--- src/rtl/mem_resp_pkg.sv ---
// ============================================================================
//  Module      : mem_resp_pkg
//  Description : Shared state encoding, UART register map and status bit
//                positions for the MEM-stage memory access responder.
//  Revision    : 1.0 - initial release
// ============================================================================
`default_nettype none

package mem_resp_pkg;

    typedef enum logic [2:0] {
        IDLE    = 3'd0,
        SRAM_RD = 3'd1,
        SRAM_WR = 3'd2,
        WR_HOLD = 3'd3,
        UART_RD = 3'd4,
        UART_WR = 3'd5,
        DONE    = 3'd6
    } state_e;

    localparam logic [15:0] UART_DATA_ADDR_DEF = 16'hBF00;
    localparam logic [15:0] UART_STAT_ADDR_DEF = 16'hBF01;

    localparam int STAT_TX_RDY = 0;
    localparam int STAT_RX_RDY = 1;

    localparam int WCNT_W = 3;

endpackage : mem_resp_pkg

`default_nettype wire

--- src/rtl/mem_access_responder_sync_2ff.sv ---
// ============================================================================
//  Module      : sync_2ff
//  Description : Two-flop synchronizer bank for asynchronous level inputs.
//  Revision    : 1.0 - initial release
// ============================================================================
`default_nettype none

module sync_2ff #(
    parameter int WIDTH = 1
) (
    input  logic             clk,
    input  logic             rst,
    input  logic [WIDTH-1:0] async_i,
    output logic [WIDTH-1:0] sync_o
);

    logic [WIDTH-1:0] meta_q;
    logic [WIDTH-1:0] sync_q;

    always_ff @(posedge clk) begin
        if (rst) begin
            meta_q <= '0;
            sync_q <= '0;
        end else begin
            meta_q <= async_i;
            sync_q <= meta_q;
        end
    end

    assign sync_o = sync_q;

endmodule : sync_2ff

`default_nettype wire

--- src/rtl/mem_access_responder.sv ---
// ============================================================================
//  Module      : mem_access_responder
//  Description : Serializes MEM-stage loads/stores onto external SRAM or the
//                memory-mapped UART, stalling the pipeline until done.
//                UART decode is built only when MEM_RESP_UART_EN is defined.
//  Revision    : 1.0 - initial release
// ============================================================================
`default_nettype none

module mem_access_responder
    import mem_resp_pkg::*;
#(
    parameter int          WAIT_CYCLES    = 1,
    parameter int          EXT_AW         = 18,
    parameter logic [15:0] UART_DATA_ADDR = UART_DATA_ADDR_DEF,
    parameter logic [15:0] UART_STAT_ADDR = UART_STAT_ADDR_DEF
) (
    input  logic              clk,
    input  logic              rst,
    input  logic              mem_read,
    input  logic              mem_write,
    input  logic [15:0]       addr,
    input  logic [15:0]       wdata,
    output logic [15:0]       rdata,
    output logic              stall,
    output logic [EXT_AW-1:0] ram_addr,
    output logic [15:0]       ram_dq_o,
    input  logic [15:0]       ram_dq_i,
    output logic              ram_dq_oe,
    output logic              ram_en_n,
    output logic              ram_oe_n,
    output logic              ram_we_n,
    output logic              uart_rdn,
    output logic              uart_wrn,
    input  logic              uart_data_ready,
    input  logic              uart_tbre,
    input  logic              uart_tsre
);

    localparam logic [WCNT_W-1:0] WAIT_INIT = WCNT_W'(WAIT_CYCLES - 1);

    state_e              state_q, state_d;
    logic [WCNT_W-1:0]   cnt_q, cnt_d;
    logic [15:0]         addr_q, addr_d;
    logic [15:0]         dq_o_q, dq_o_d;
    logic [15:0]         rdata_q, rdata_d;
    logic                uart_acc_q, uart_acc_d;
    logic                en_n_q, en_n_d;
    logic                oe_n_q, oe_n_d;
    logic                we_n_q, we_n_d;
    logic                rdn_q, rdn_d;
    logic                wrn_q, wrn_d;
    logic                dq_oe_q, dq_oe_d;

    logic                req;
    logic                data_hit;
    logic                stat_hit;
    logic [15:0]         status;

`ifdef MEM_RESP_UART_EN
    logic [2:0] uart_sync;

    sync_2ff #(
        .WIDTH (3)
    ) u_sync (
        .clk     (clk),
        .rst     (rst),
        .async_i ({uart_data_ready, uart_tbre, uart_tsre}),
        .sync_o  (uart_sync)
    );

    always_comb begin
        status              = '0;
        status[STAT_RX_RDY] = uart_sync[2];
        status[STAT_TX_RDY] = uart_sync[1] & uart_sync[0];
    end

    assign data_hit = (addr == UART_DATA_ADDR);
    assign stat_hit = (addr == UART_STAT_ADDR);
    assign uart_rdn = rdn_q;
    assign uart_wrn = wrn_q;
`else
    // UART window is plain SRAM in this build; the UART pins stay idle.
    assign status   = '0;
    assign data_hit = 1'b0;
    assign stat_hit = 1'b0;
    assign uart_rdn = 1'b1;
    assign uart_wrn = 1'b1;

    logic unused_uart;
    assign unused_uart = &{1'b0, uart_data_ready, uart_tbre, uart_tsre,
                           rdn_q, wrn_q, UART_DATA_ADDR, UART_STAT_ADDR};
`endif

    assign req   = mem_read | mem_write;
    assign stall = ((state_q == IDLE) & req) |
                   ((state_q != IDLE) & (state_q != DONE));

    always_comb begin
        state_d    = state_q;
        cnt_d      = cnt_q;
        addr_d     = addr_q;
        dq_o_d     = dq_o_q;
        rdata_d    = rdata_q;
        uart_acc_d = uart_acc_q;

        case (state_q)
            IDLE: begin
                if (req) begin
                    addr_d     = addr;
                    dq_o_d     = wdata;
                    cnt_d      = WAIT_INIT;
                    uart_acc_d = 1'b0;
                    if (mem_write) begin
                        if (data_hit) begin
                            state_d    = UART_WR;
                            dq_o_d     = {8'h00, wdata[7:0]};
                            uart_acc_d = 1'b1;
                        end else if (stat_hit) begin
                            state_d = DONE;
                        end else begin
                            state_d = SRAM_WR;
                        end
                    end else begin
                        if (data_hit) begin
                            state_d    = UART_RD;
                            uart_acc_d = 1'b1;
                        end else if (stat_hit) begin
                            state_d = DONE;
                            rdata_d = status;
                        end else begin
                            state_d = SRAM_RD;
                        end
                    end
                end
            end
            SRAM_RD: begin
                if (cnt_q == '0) begin
                    rdata_d = ram_dq_i;
                    state_d = DONE;
                end else begin
                    cnt_d = cnt_q - 1'b1;
                end
            end
            UART_RD: begin
                if (cnt_q == '0) begin
                    rdata_d = {8'h00, ram_dq_i[7:0]};
                    state_d = DONE;
                end else begin
                    cnt_d = cnt_q - 1'b1;
                end
            end
            SRAM_WR, UART_WR: begin
                if (cnt_q == '0) begin
                    state_d = WR_HOLD;
                end else begin
                    cnt_d = cnt_q - 1'b1;
                end
            end
            WR_HOLD: state_d = DONE;
            DONE:    state_d = IDLE;
            default: state_d = IDLE;
        endcase
    end

    // Pin controls are decoded from the next state and registered so the
    // board sees glitch-free strobes aligned with the state they belong to.
    always_comb begin
        en_n_d  = 1'b1;
        oe_n_d  = 1'b1;
        we_n_d  = 1'b1;
        rdn_d   = 1'b1;
        wrn_d   = 1'b1;
        dq_oe_d = 1'b0;
        case (state_d)
            SRAM_RD: begin
                en_n_d = 1'b0;
                oe_n_d = 1'b0;
            end
            SRAM_WR: begin
                en_n_d  = 1'b0;
                we_n_d  = 1'b0;
                dq_oe_d = 1'b1;
            end
            WR_HOLD: begin
                en_n_d  = uart_acc_d;
                dq_oe_d = 1'b1;
            end
            UART_RD: rdn_d = 1'b0;
            UART_WR: begin
                wrn_d   = 1'b0;
                dq_oe_d = 1'b1;
            end
            default: ;
        endcase
    end

    always_ff @(posedge clk) begin
        if (rst) begin
            state_q    <= IDLE;
            cnt_q      <= '0;
            addr_q     <= '0;
            dq_o_q     <= '0;
            rdata_q    <= '0;
            uart_acc_q <= 1'b0;
            en_n_q     <= 1'b1;
            oe_n_q     <= 1'b1;
            we_n_q     <= 1'b1;
            rdn_q      <= 1'b1;
            wrn_q      <= 1'b1;
            dq_oe_q    <= 1'b0;
        end else begin
            state_q    <= state_d;
            cnt_q      <= cnt_d;
            addr_q     <= addr_d;
            dq_o_q     <= dq_o_d;
            rdata_q    <= rdata_d;
            uart_acc_q <= uart_acc_d;
            en_n_q     <= en_n_d;
            oe_n_q     <= oe_n_d;
            we_n_q     <= we_n_d;
            rdn_q      <= rdn_d;
            wrn_q      <= wrn_d;
            dq_oe_q    <= dq_oe_d;
        end
    end

    assign rdata     = rdata_q;
    assign ram_addr  = {{(EXT_AW-16){1'b0}}, addr_q};
    assign ram_dq_o  = dq_o_q;
    assign ram_dq_oe = dq_oe_q;
    assign ram_en_n  = en_n_q;
    assign ram_oe_n  = oe_n_q;
    assign ram_we_n  = we_n_q;

endmodule : mem_access_responder

`default_nettype wire

--- config.mk ---
export PLATFORM = sky130hd
export DESIGN_NAME = mem_access_responder
export DESIGN_NICKNAME = d
export VERILOG_FILES = /design/src/rtl/mem_resp_pkg.sv /design/src/rtl/mem_access_responder_sync_2ff.sv /design/src/rtl/mem_access_responder.sv
export SDC_FILE = /design/constraint.sdc
export NUM_CORES = 1
export LEC_CHECK = 0
export ABC_AREA = 1
export CORE_MARGIN = 1.5
export CORE_UTILIZATION = 45
export CTS_BUF_LIST = sky130_fd_sc_hd__clkbuf_4 sky130_fd_sc_hd__clkbuf_8
export CTS_CLUSTER_DIAMETER = 80
export DETAILED_ROUTE_END_ITERATION = 7
export PLACE_DENSITY = 0.87
export REMOVE_ABC_BUFFERS = 1
export SYNTH_ARGS = -nofsm -noshare
export SYNTH_HDL_FRONTEND = slang
export SYNTH_SLANG_ARGS = --single-unit
--- constraint.sdc ---
create_clock -name clk -period 2.25 [get_ports clk]
set_input_delay 0.45 -clock clk [delete_from_list [all_inputs] [get_ports clk]]
set_output_delay 0.45 -clock clk [all_outputs]
set_load 0.05 [all_outputs]
Word level (Yosys, flattened, before mapping) --
Index checks and enable logic that the tools add are counted.
Word-level totals: flip-flop bits (word level) 59, input port bits 55
Operators by class: add/sub/neg operators 1, equal/unequal tests 14, muxes and demuxes 17, bitwise gates (word level) 4, reduce and logical (&&, ||, !) cells 13
Operators by type and width (number):
- 16-bit 2-to-1 mux | 2
- 16-bit one-hot mux with 2 select lines | 1
- 3-bit 2-to-1 mux | 5
- 3-bit by 2-bit == test with 1-bit output, second input constant | 4
- 3-bit one-hot mux with 4 select lines | 1
- 3-bit == test, second input constant | 3
- 2-bit != test, second input constant | 4
- 3-bit by 1-bit == test with 1-bit output, second input constant | 2
- 3-bit logical NOT | 2
- 3-bit one-hot mux with 2 select lines | 1
- 3-bit AND reduction | 2
- 2-bit OR reduction | 3
- 1-bit 2-to-1 mux | 5
- 2-bit nonzero test | 2
- 4-bit OR reduction | 1
- 3-bit != test, second input constant | 1
- 3-bit nonzero test | 1
- 3-bit OR reduction | 1
- 3-bit by 1-bit subtractor with 3-bit output, second input constant | 1
- 1-bit AND | 2
- 2-bit 2-to-1 mux | 1
- 1-bit OR | 2
- 1-bit one-hot mux with 2 select lines | 1
- 2-bit AND reduction | 1

Longest topological paths before layout --
depth after elaboration 6, mapped depth 12, mapped depth without buffers 11

Worst setup path after synthesis --
Ideal clock, no wire load.
path type in2out, start input mem_write, end output stall, arrival 1.382 ns, data required time 1.800 ns, path slack 0.418 ns, cell stages on the path 6, buffers on the path 2, path through inv_1 nand2_1 nand3_1 buf_4 buf_2 nand3_1
Between the ends: word-level cells in the longest chain between the ends 3
RTL lines:
- start: declaration | line mem_access_responder.sv:21 | input logic mem_write,
- 1-bit OR | line mem_access_responder.sv:95 | assign req = mem_read | mem_write;
- 1-bit AND | line mem_access_responder.sv:96 | assign stall = ((state_q == IDLE) & req) |
- 1-bit OR | line mem_access_responder.sv:96
- end: declaration | line mem_access_responder.sv:25 | output logic stall,
Every way passes these cells.

Final worst setup path --
start register dq_o_q[7] (netlist: ram_dq_o[7]), end output ram_dq_o[7]
RTL lines:
- start: declaration | line mem_access_responder.sv:45 | logic [15:0] dq_o_q, dq_o_d;
- start signal: assignment | line mem_access_responder.sv:216 | dq_o_q <= dq_o_d;
- end: declaration | line mem_access_responder.sv:27 | output logic [15:0] ram_dq_o,
No word-level cell between the ends.

==> out/results.ini <==
[pwr]
vdd_drop_max_v = 0.000901
leakagePower_nw = 1.48
totalPowerFinal_mw = 5.58
cellPowerDensity_nw_per_um2 = 1530

[timing]
timing.final.setup_violations = 0
max-slew-margin-rel_pct = 64.4
rsz0062_at_grt = false
timing.final.crit_share_pct = 85.9
fmax_mhz = 517
worst_clock_skew_ns = 0.00425
final-hold-violation-count = 0
whs_ns = 0.442
slew_viol_final = 0
period_needed_ns = 1.93
max_slew.worst_pin.slew_ns = 0.532

[hold_path]
hp-class = register to register
hp-start = addr_q[3]
hold_depth = 2
whs_endpoint = addr_q[3]

[floorplanning]
fp.coreArea_um2 = 5110
overall_die_width_um = 75.8
io-pin-count = 112
dieHeight_um = 75.8
start_util_pct = 46.7
floorplan.rows = 26
die_area_um2 = 5740

[setup_path]
end_kind = output pin
ff2ff_setup_slack_ns = 0.56
worst_path_max_delay_cell = clkdlybuf4s50_1
cp_num_buf_inv = 1
cpPeakStageDelay_ns = 0.82
worstSetupStartpointType = register
critical_path_peak_fanout = 2
critPathRequiredTime_ns = 1.80
rr_startpoint = cnt_q[0]
crit_path_cell_trace = clkdlybuf4s50_1
crit_arrival_ns = 1.48
critPathTopFamily = buffers and inverters
critPathKind = register to output pin
worstReg2RegEnd = ram_en_n
worst-r2r-cell-count = 9

[layout]
post_route_cells_drive_above_1_share_pct = 9.00
final_core_util_pct = 71.4
nets_finish = 463
mostFrequentLayoutCells = clkdlybuf4s50_1 (103), dfxtp_1 (59), inv_1 (44), a21oi_1 (42), o21ai_0 (41)
layout-area-overhead-vs-synth_pct = 53.0
antenna_cells = 0
layout_commonest_cell = clkdlybuf4s50_1

[route]
routed_via_density = 4.83
routed-via-count = 2321
number_of_nets_with_antenna_violations_after_detailed_routing = 0
1st_iter_drt_viols = 174
finalWirelength_um = 5670
drcViolationCount = 0
tritonroute_pass_1_iters = 4
drt_wl_cell_um = 11.8

[clocking]
ctsRootBufferMaster = clkbuf_8
ctsHtreeMaxLevel = 3
clock_sinks = 59
cts_tree = done
cts_resized = 0
post-cts-setup-buffers = 0
cts_hold_buf = 0
insertion_delay_ns = 0.32
worst_setup_hold_path_clk_slew_ns = 0.06
cts-buffers-inserted = 9
cts.path.max_buffers = 2

[logic_synthesis]
synth_seq_area_share_pct = 49.6
synthDistinctLibCells = 23
synth.top_cells.by_area = dfxtp_1 (50%), a21oi_1 (8.8%), o21ai_0 (8.6%)
synth-seq-cells = 59
syn-mean-instance-area_um2 = 7.79
synth_top_area_share_pct = 49.6
postSynthCellCount = 306
ys.warnings.count = 0
postSynth.asyncResetShare_pct = 0
post_synth_instance_area_um2 = 2380
synth_top_flop_cell = dfxtp_1
synth-edff-count = 0
synth.largest_area_cell = dfxtp_1

[global_route]
grt_pass1_vias = 1991
grt_first_pass_wirelength_um = 8540
grt_use_total_pct = 19.8
grt_start_max_net_pins = 67
antenna_found_initial = 0
grt.overflow.total = 0

[placed_design]
place.gp.congestion = 0.846
buffers_added_on_ports = 104
hpwl_um = 4080

[run_status]
outcome = finished, final reports clean

[run]
max_cap_violations = 0

-- cells by family after synthesis --
family / count (synthesis) / synth area share [%]
compound gates: 86 / 18.4
simple gates: 89 / 17.8
other cells: 2 / 0.315
fa+ha+maj: 2 / 1.05
flops: 59 / 49.6
buf+inv: 68 / 12.9
-- flip-flops by register name, indices dropped and copies added (netlist names) --
| name | count |
|---|---|
| cnt_q | 3 |
| ram_we_n | 1 |
| ram_dq_oe | 1 |
| rdata | 16 |
| ram_en_n | 1 |
| state_q | 3 |
| ram_oe_n | 1 |
| addr_q | 16 |
| uart_acc_q | 1 |
| ram_dq_o | 16 |
-- final cells by class --
type | instances | area [um^2]
inverters | 47 | 179
fillers | 412 | 1460
clock buffers | 15 | 194
clock inverters | 1 | 5.00
well taps | 70 | 87.6
flip-flops and latches | 59 | 1180
multi-input cells | 181 | 907
repair buffers | 108 | 1090
-- where the power goes --
part           total (mW)  switching, mW  internal [mW]
Combinational        3.07           2.05           1.02
Clock               0.924          0.380          0.544
Sequential           1.59          0.191           1.39
Total                5.58           2.62           2.95
-- Yosys cell counts, types with 3 or more instances --
library cell / n
dfxtp_1: 59
nand2_1: 29
buf_4: 6
a21oi_1: 42
nand2_2: 3
nor2_1: 27
nand3_1: 20
buf_6: 3
o21ai_0: 41
inv_1: 44
nand3_2: 3
buf_2: 4
clkbuf_1: 8
-- tightest hold or removal path, cell delays in order (launching register included) --
cell and delay, ns:
dfxtp_1 0.31, inv_1 0.05, a21oi_1 0.05
-- through the flow --
stage | setup TNS [ns] | cells | cell area, um^2 | setup WS, ns
global route | 0 | 481 | 3650 | 0.253
detailed placement | 0 | 465 | 3450 | 0.355
floorplan | -0.574 | 287 | 2260 | -0.574
finish | 0 | 481 | 3650 | 0.317
global placement | 0 | 465 | 3450 | 0.384
CTS | 0 | 481 | 3650 | 0.300
-- routing by layer --
| layer | track usage [%] | routed length, um |
|---|---|---|
| met2 | 33.7 | 2760 |
| met5 | 0 | 0 |
| met1 | 21.4 | 2320 |
| met4 | 9.72 | 83 |
| met3 | 7.54 | 509 |
-- worst max-delay path by stage --
stage	cells past startpoint	end	slack, ns	from
final	1	ram_dq_o[7]	0.32	ram_dq_o[7]
after global routing	1	ram_addr[6]	0.25	addr_q[6]
after CTS	1	ram_dq_o[3]	0.30	ram_dq_o[3]
after detailed placement	8	cnt_q[0]	0.36	mem_write
after global placement	6	stall	0.38	mem_write
after floorplan	3	stall	-0.57	state_q[0]
No activity file was read; power rests on OpenSTA's default activity.
